$ cat src/rtl/alu_sequencer.sv
// Register-file sequencer that feeds an external combinational ALU and retires its result.
// Define ALU_SEQ_CAS_EN to turn opcode 3'b111 into a compare-and-swap; otherwise it is an ordinary op.
module alu_sequencer #(
    parameter  int DATA_W    = 32,
    parameter  int REG_COUNT = 8,
    localparam int AW        = $clog2(REG_COUNT),
    localparam int CW        = 3 + 3*AW
) (
    input  logic              clk,
    input  logic              rst,
    input  logic [CW-1:0]     command,
    input  logic              run,
    output logic              ready,
    output logic              done,
    input  logic              ld_en,
    input  logic [AW-1:0]     ld_addr,
    input  logic [DATA_W-1:0] ld_data,
    input  logic [AW-1:0]     rd_addr,
    output logic [DATA_W-1:0] rd_data,
    output logic [2:0]        alu_op_code,
    output logic [DATA_W-1:0] data_a,
    output logic [DATA_W-1:0] data_b,
    input  logic [DATA_W-1:0] y,
    input  logic              O,
    input  logic              C,
    input  logic              Z,
    input  logic              N,
    output logic [3:0]        flags,
    output logic              cas_ok
);

`ifdef ALU_SEQ_CAS_EN
    typedef enum logic [1:0] {IDLE, EXEC, CAS_CMP, CAS_WR} state_t;
`else
    typedef enum logic {IDLE, EXEC} state_t;
`endif

    logic [2:0]    cmd_op;
    logic [AW-1:0] cmd_a1, cmd_a2, cmd_a3;
    assign {cmd_op, cmd_a1, cmd_a2, cmd_a3} = command;

    state_t              state_q, state_d;
    logic [DATA_W-1:0]   regs_q [REG_COUNT];
    logic [DATA_W-1:0]   regs_d [REG_COUNT];
    logic [AW-1:0]       a3_q, a3_d;
    logic [DATA_W-1:0]   data_a_q, data_a_d, data_b_q, data_b_d;
    logic [2:0]          op_q, op_d;
    logic [3:0]          flags_q, flags_d;
    logic                done_q, done_d, ready_q, ready_d;
`ifdef ALU_SEQ_CAS_EN
    logic [AW-1:0]       a1_q, a1_d, a2_q, a2_d;
    logic                hit_q, hit_d, cas_ok_q, cas_ok_d;
`endif

    always_comb begin
        state_d  = state_q;
        regs_d   = regs_q;
        a3_d     = a3_q;
        data_a_d = data_a_q;
        data_b_d = data_b_q;
        op_d     = op_q;
        flags_d  = flags_q;
        done_d   = 1'b0;
`ifdef ALU_SEQ_CAS_EN
        a1_d     = a1_q;
        a2_d     = a2_q;
        hit_d    = hit_q;
        cas_ok_d = cas_ok_q;
`endif
        case (state_q)
            IDLE: begin
                // A host load takes priority; a run in the same cycle is dropped.
                if (ld_en) begin
                    regs_d[ld_addr] = ld_data;
                end else if (run) begin
                    a3_d     = cmd_a3;
                    data_a_d = regs_q[cmd_a1];
                    data_b_d = regs_q[cmd_a2];
                    op_d     = cmd_op;
                    state_d  = EXEC;
`ifdef ALU_SEQ_CAS_EN
                    a1_d = cmd_a1;
                    a2_d = cmd_a2;
                    if (cmd_op == 3'b111) begin
                        op_d     = 3'b001;
                        data_b_d = regs_q[cmd_a3];
                        state_d  = CAS_CMP;
                    end
`endif
                end
            end
            EXEC: begin
                regs_d[a3_q] = y;
                flags_d      = {O, C, Z, N};
                done_d       = 1'b1;
                state_d      = IDLE;
            end
`ifdef ALU_SEQ_CAS_EN
            CAS_CMP: begin
                hit_d   = Z;
                flags_d = {O, C, Z, N};
                state_d = CAS_WR;
            end
            CAS_WR: begin
                // Status goes first so a swap into the status register overrides it.
                regs_d[REG_COUNT-1] = {{(DATA_W-1){1'b0}}, hit_q};
                if (hit_q)
                    regs_d[a1_q] = regs_q[a2_q];
                cas_ok_d = hit_q;
                done_d   = 1'b1;
                state_d  = IDLE;
            end
`endif
            default: state_d = IDLE;
        endcase
        ready_d = (state_d == IDLE);
    end

    always_ff @(posedge clk or posedge rst) begin
        if (rst) begin
            state_q  <= IDLE;
            for (int i = 0; i < REG_COUNT; i++)
                regs_q[i] <= '0;
            a3_q     <= '0;
            data_a_q <= '0;
            data_b_q <= '0;
            op_q     <= '0;
            flags_q  <= '0;
            done_q   <= 1'b0;
            ready_q  <= 1'b1;
`ifdef ALU_SEQ_CAS_EN
            a1_q     <= '0;
            a2_q     <= '0;
            hit_q    <= 1'b0;
            cas_ok_q <= 1'b0;
`endif
        end else begin
            state_q  <= state_d;
            regs_q   <= regs_d;
            a3_q     <= a3_d;
            data_a_q <= data_a_d;
            data_b_q <= data_b_d;
            op_q     <= op_d;
            flags_q  <= flags_d;
            done_q   <= done_d;
            ready_q  <= ready_d;
`ifdef ALU_SEQ_CAS_EN
            a1_q     <= a1_d;
            a2_q     <= a2_d;
            hit_q    <= hit_d;
            cas_ok_q <= cas_ok_d;
`endif
        end
    end

    assign ready       = ready_q;
    assign done        = done_q;
    assign rd_data     = regs_q[rd_addr];
    assign alu_op_code = op_q;
    assign data_a      = data_a_q;
    assign data_b      = data_b_q;
    assign flags       = flags_q;
`ifdef ALU_SEQ_CAS_EN
    assign cas_ok      = cas_ok_q;
`else
    assign cas_ok      = 1'b0;
`endif

endmodule

$ cat config.mk
export PLATFORM = sky130hd
export DESIGN_NAME = alu_sequencer
export DESIGN_NICKNAME = d
export VERILOG_FILES = /design/src/rtl/alu_sequencer.sv
export SDC_FILE = /design/constraint.sdc
export NUM_CORES = 1
export LEC_CHECK = 0
export ABC_CLOCK_PERIOD_IN_PS = 26200
export BUFFER_PORTS_ARGS = -buffer_cell sky130_fd_sc_hd__buf_2
export CAP_MARGIN = 10
export CORE_MARGIN = 5
export CORE_UTILIZATION = 60
export CTS_CLUSTER_SIZE = 8
export DETAILED_ROUTE_END_ITERATION = 7
export PLACE_DENSITY = 0.8
export SKIP_CTS_REPAIR_TIMING = 1
export SLEW_MARGIN = 10
export SYNTH_ARGS = -nofsm -noshare
export SYNTH_HDL_FRONTEND = slang
export SYNTH_SLANG_ARGS = --single-unit
$ cat constraint.sdc
create_clock -name clk -period 26.2 [get_ports clk]
set_input_delay 1.31 -clock clk [delete_from_list [all_inputs] [get_ports clk]]
set_output_delay 1.31 -clock clk [all_outputs]
set_load 0.02 [all_outputs]
; Word level (Yosys, flattened, before mapping)
; Index checks and enable logic that the tools add are counted.
[word_totals]
reg_bits = 333
in_bits = 90
output_inout_bits = 106
wordCells = 56
[classes]
order_cmp = 7
n_eq_ne = 1
mux = 21
bitwise_logic = 8
n_reduce_logical = 3
[op_table]
columns = cell, n
row1 = bitwise mux 256 bit, 2
row2 = one-hot mux 256 bit (2 select lines), 1
row3 = binary-select mux 32 bit (select 3 bit), 3
row4 = 2-to-1 mux 256 bit, 1
row5 = 2-to-1 mux 32 bit, 8
row6 = demux 32 bit (select 3 bit), 2
row7 = "greater-or-equal comparator 4 bit, second input constant", 5
row8 = inverter 3 -> 4 bit, 5
row9 = "< comparator 4 x 1 -> 1 bit, second input constant", 2
row10 = 2-to-1 mux 1 bit, 3
row11 = inverter 1 bit, 3
row12 = AND reduction 3 bit, 1
row13 = logical AND 1 bit, 2
row14 = "inequality test 2 bit, second input constant", 1
row15 = one-hot mux 1 bit (2 select lines), 1

; Longest topological paths before layout
[depth]
depth_word = 8
depth_mapped = 7
mapped_depth_nobuf = 3

; Worst setup path before layout
; No wires, ideal clock.
[synth_timing]
kind = in2out
start = input port rd_addr[1]
end = output port rd_data[10]
arrival_ns = 2.736
t_required_ns = 24.890
slack_ns = 22.154
path_stages = 4
n_path_buf = 2
path_cell_list = buf_2 -> buf_2 -> mux4_2 -> mux2_2
[synth_between]
elab_chain_cells = 4
[synth_rtl]
columns = item, line_no
row1 = "start, declared", 18  ; input logic [AW-1:0] rd_addr,
row2 = inverter 3 -> 4 bit (implied by the code), 158  ; assign rd_data = regs_q[rd_addr];
row3 = binary-select mux 32 bit (select 3 bit), 158
row4 = 2-to-1 mux 32 bit (implied by the code) (2 in series), 158
row5 = "end, declared", 19  ; output logic [DATA_W-1:0] rd_data,
; No other way between the ends. The select of a mux whose other input is x is not followed.

; Final worst setup path
[layout_timing]
start = input port rd_addr[0]
end = output port rd_data[30]
; Same word-level chain as after synthesis.

==> key figures <==
Routing
  • Number of vias per cell: 7.89
  • DRT antenna net count: 0
  • DR iter-0 viols: 2,726
  • DRT Pass-1 Iters: 8
  • DR WL/cell: 30.7 microns
  • WL final: 77,500 microns
  • Via count: 19,900
  • DRC Markers: 0

STA
  • Final setup fails: 0
  • Fin crit share: 18.6%
  • Worst slew margin: 17.4%
  • Worst-margin pin slew: 1.24 ns
  • RSZ-0062 raised after global routing: no
  • Slew Limit Fails: 0
  • Final setup TNS: 0 ns
  • Fin. Hold Viols: 0
  • Fmax achieved: 0.205 GHz
  • Worst Skew: 0.0119 ns
  • Final Critical Period: 4.88 ns

Critical path
  • Buf+Inv Stages, Crit Path: 3
  • Most used cell, CP: buf_4
  • Delay-heaviest family, CP: buffers and inverters
  • Peak fanout along the critical path: 38
  • Crit start category: input port
  • Worst setup EP type: output pin
  • CP max-delay cell: buf_4
  • CP required: 24.89 ns
  • Critical path class: input port to output pin
  • Data arrival, critical path: 3.57 ns
  • Crit-path max cell delay: 0.73 ns
  • Worst-path cell chain: buf_4 -> buf_4 -> mux4_2 -> mux2_2 -> buf_2

CTS
  • Cts bufs inserted: 47
  • CTS max path bufs: 3
  • CTS tree: built
  • H-tree depth: 2
  • Clock root buffer: clkbuf_16
  • Clk pin slew, worst setup/hold paths: 0.05 ns
  • Skew-Pair Late Insertion Delay: 0.54 ns
  • CTS sink cnt: 333

Layout
  • Synth-to-Final Area Change: 8.47%
  • Layout net count: 2,140
  • Layout cells sized above 1: 29.5%
  • Fin cells: 2,520

Die
  • I/O pin cnt: 196
  • Initial Utilization: 60.8%
  • Die X: 200 microns
  • Die ar.: 39,900 sq um
  • Site Rows: 69
  • Core footprint: 35,600 sq um
  • Die Span Y: 200 microns

Yosys
  • Synthesis Warnings: 0
  • Post-synth top area share: 38.4%
  • Post-synth ARST share: 100%
  • Yosys cell types: 38
  • Post-synth top cells: 332 x dfrtp_1, 323 x nand2_1, 320 x o22ai_1
  • Post-synth EDFFs: 0
  • Mapped Area: 21,600 sq um
  • Largest area contributor in the netlist: dfrtp_1
  • Post-synthesis cell count: 2,058
  • Syn_area_per_cell: 10.5 sq um
  • Top-count cell post-synth: dfrtp_1
  • Register bit total from synthesis: 333
  • Main synth FF type: dfrtp_1
  • Synth area leaders: dfrtp_1 38%, o22ai_1 9.3%, mux2_2 8.9%
  • Post-synth net total: 2,148
  • Sequential area share after synthesis: 38.5%

Placement
  • Post-DP HPWL: 43,100 microns
  • GP Congestion: 0.847
  • Number of buffers added on ports: 194
  • Placed insts: 2,462

Power
  • Worst vdd ir: 53.9 uV
  • Power Dens Cells: 90.0 nW/um^2
  • P_leak: 9.50 nW

Worst hold path
  • Worst hold-check path type: flip-flop to flip-flop

Flow run
  • Max Cap Viol: 0

Global route
  • Vias in the first global route: 20,300
  • Initial antenna violation count: 7
  • Total track usage: 37.8%
  • Pin count of the biggest net entering global routing: 121
  • Grt total ovfl: 0
  • First-pass GRT wire length: 118,000 microns

Status
  • Outcome: finished clean
## stage by stage
step	total power [W]	util, %	cell area, sq um	hold slack [ns]	worst slack (ns)
4_1_cts	0.00208	65.9	23400	0.475	21.31
3_5_place_dp	0.00154	62.4	22200	0.464	21.32
5_1_grt	0.00219	65.9	23400	0.494	21.19
6_report	0.00211	65.9	23500	0.470	21.32
3_3_place_gp	0.00150	62.4	22200	0.457	21.35
2_1_floorplan	0.00133	-	21600	0.443	15.67
## power by group
| group | switching, W | internal, W |
|---|---|---|
| sequential | 0.000199 | 0.000676 |
| combinational | 0.000318 | 0.000365 |
| clock | 0.000222 | 0.000329 |
## worst reg2reg max path, cell delays in order (launching register included)
cell and delay [ns]:
dfrtp_1 0.32, buf_4 0.34, nand3b_1 0.20, buf_4 0.43, buf_4 0.68, o21ai_4 0.31
buf_4 0.37, a2bb2oi_1 0.19
## kinds of logic after synthesis
family,Yosys count,share of synthesized area (%)
muxes,362,21.4
buffers and inverters,299,6.75
and+or+nand+nor,351,6.87
DFF,333,38.5
other,1,0.0173
AOI/OAI and AO/OA,712,26.4
## per-layer routing
metal  vias to the layer above  share of wire (%)  global-route usage (%)
met4                         2                5.9                    21.8
met3                       402                 14                    12.0
met1                      9705                 36                    48.8
met5                         -             0.0090                       0
met2                      1883                 44                    56.7
li1                       7888                  -                       -
## final cells by class
| cell class | instances | area (sq um) |
|---|---|---|
| tap | 461 | 577 |
| clock buffer | 51 | 1240 |
| sequential | 333 | 8330 |
| multi-input combinational | 1426 | 11900 |
| fill | 2736 | 12100 |
| antenna | 7 | 17.5 |
| timing repair buffer | 240 | 1330 |
| inverter | 2 | 15.0 |
## final timing paths
kind                            start          end  slack, ns  cells after the start
max                        rd_addr[0]  rd_data[30]      21.32                      5
min                        data_a[14]   data_a[14]       0.47                      2
max reg2reg                   state_q   regs_q[78]      23.21                      7
min reg2reg                data_a[14]   data_a[14]       0.47                      2
max in group asynchronous         rst  regs_q[196]      22.77                      4
min in group asynchronous         rst    data_b[6]       0.95                      2
## layout by cell type, fill, tap and decap left out
cell type	instances
a22o_1	64
a2bb2oi_1	205
a2bb2oi_2	51
and4b_1	1
and4bb_2	2
buf_2	190
buf_4	48
buf_6	2
clkbuf_1	1
clkbuf_16	49
clkbuf_8	1
conb_1	1
dfrtp_1	332
dfstp_2	1
diode_2	7
inv_1	1
inv_8	1
mux2_2	170
mux2i_1	128
mux4_2	64
nand2_1	322
nand2_2	1
nand2b_1	2
nand2b_2	2
nand3b_1	1
nand4_1	1
nand4b_1	3
nand4bb_2	3
nor2_2	2
nor2b_2	2
nor4_4	1
nor4b_4	3
nor4bb_4	1
o21ai_4	8
o22ai_1	320
o31ai_1	64
or2_2	1
or3b_4	2
or4b_1	1
## sequential cells by signal (all words and copies together) (netlist names)
name / flops
state_q: 1
ready: 1
regs_q: 256
done: 1
alu_op_code: 3
data_b: 32
a3_q: 3
flags: 4
data_a: 32
Note: power is estimated with default switching activity, not from simulation.
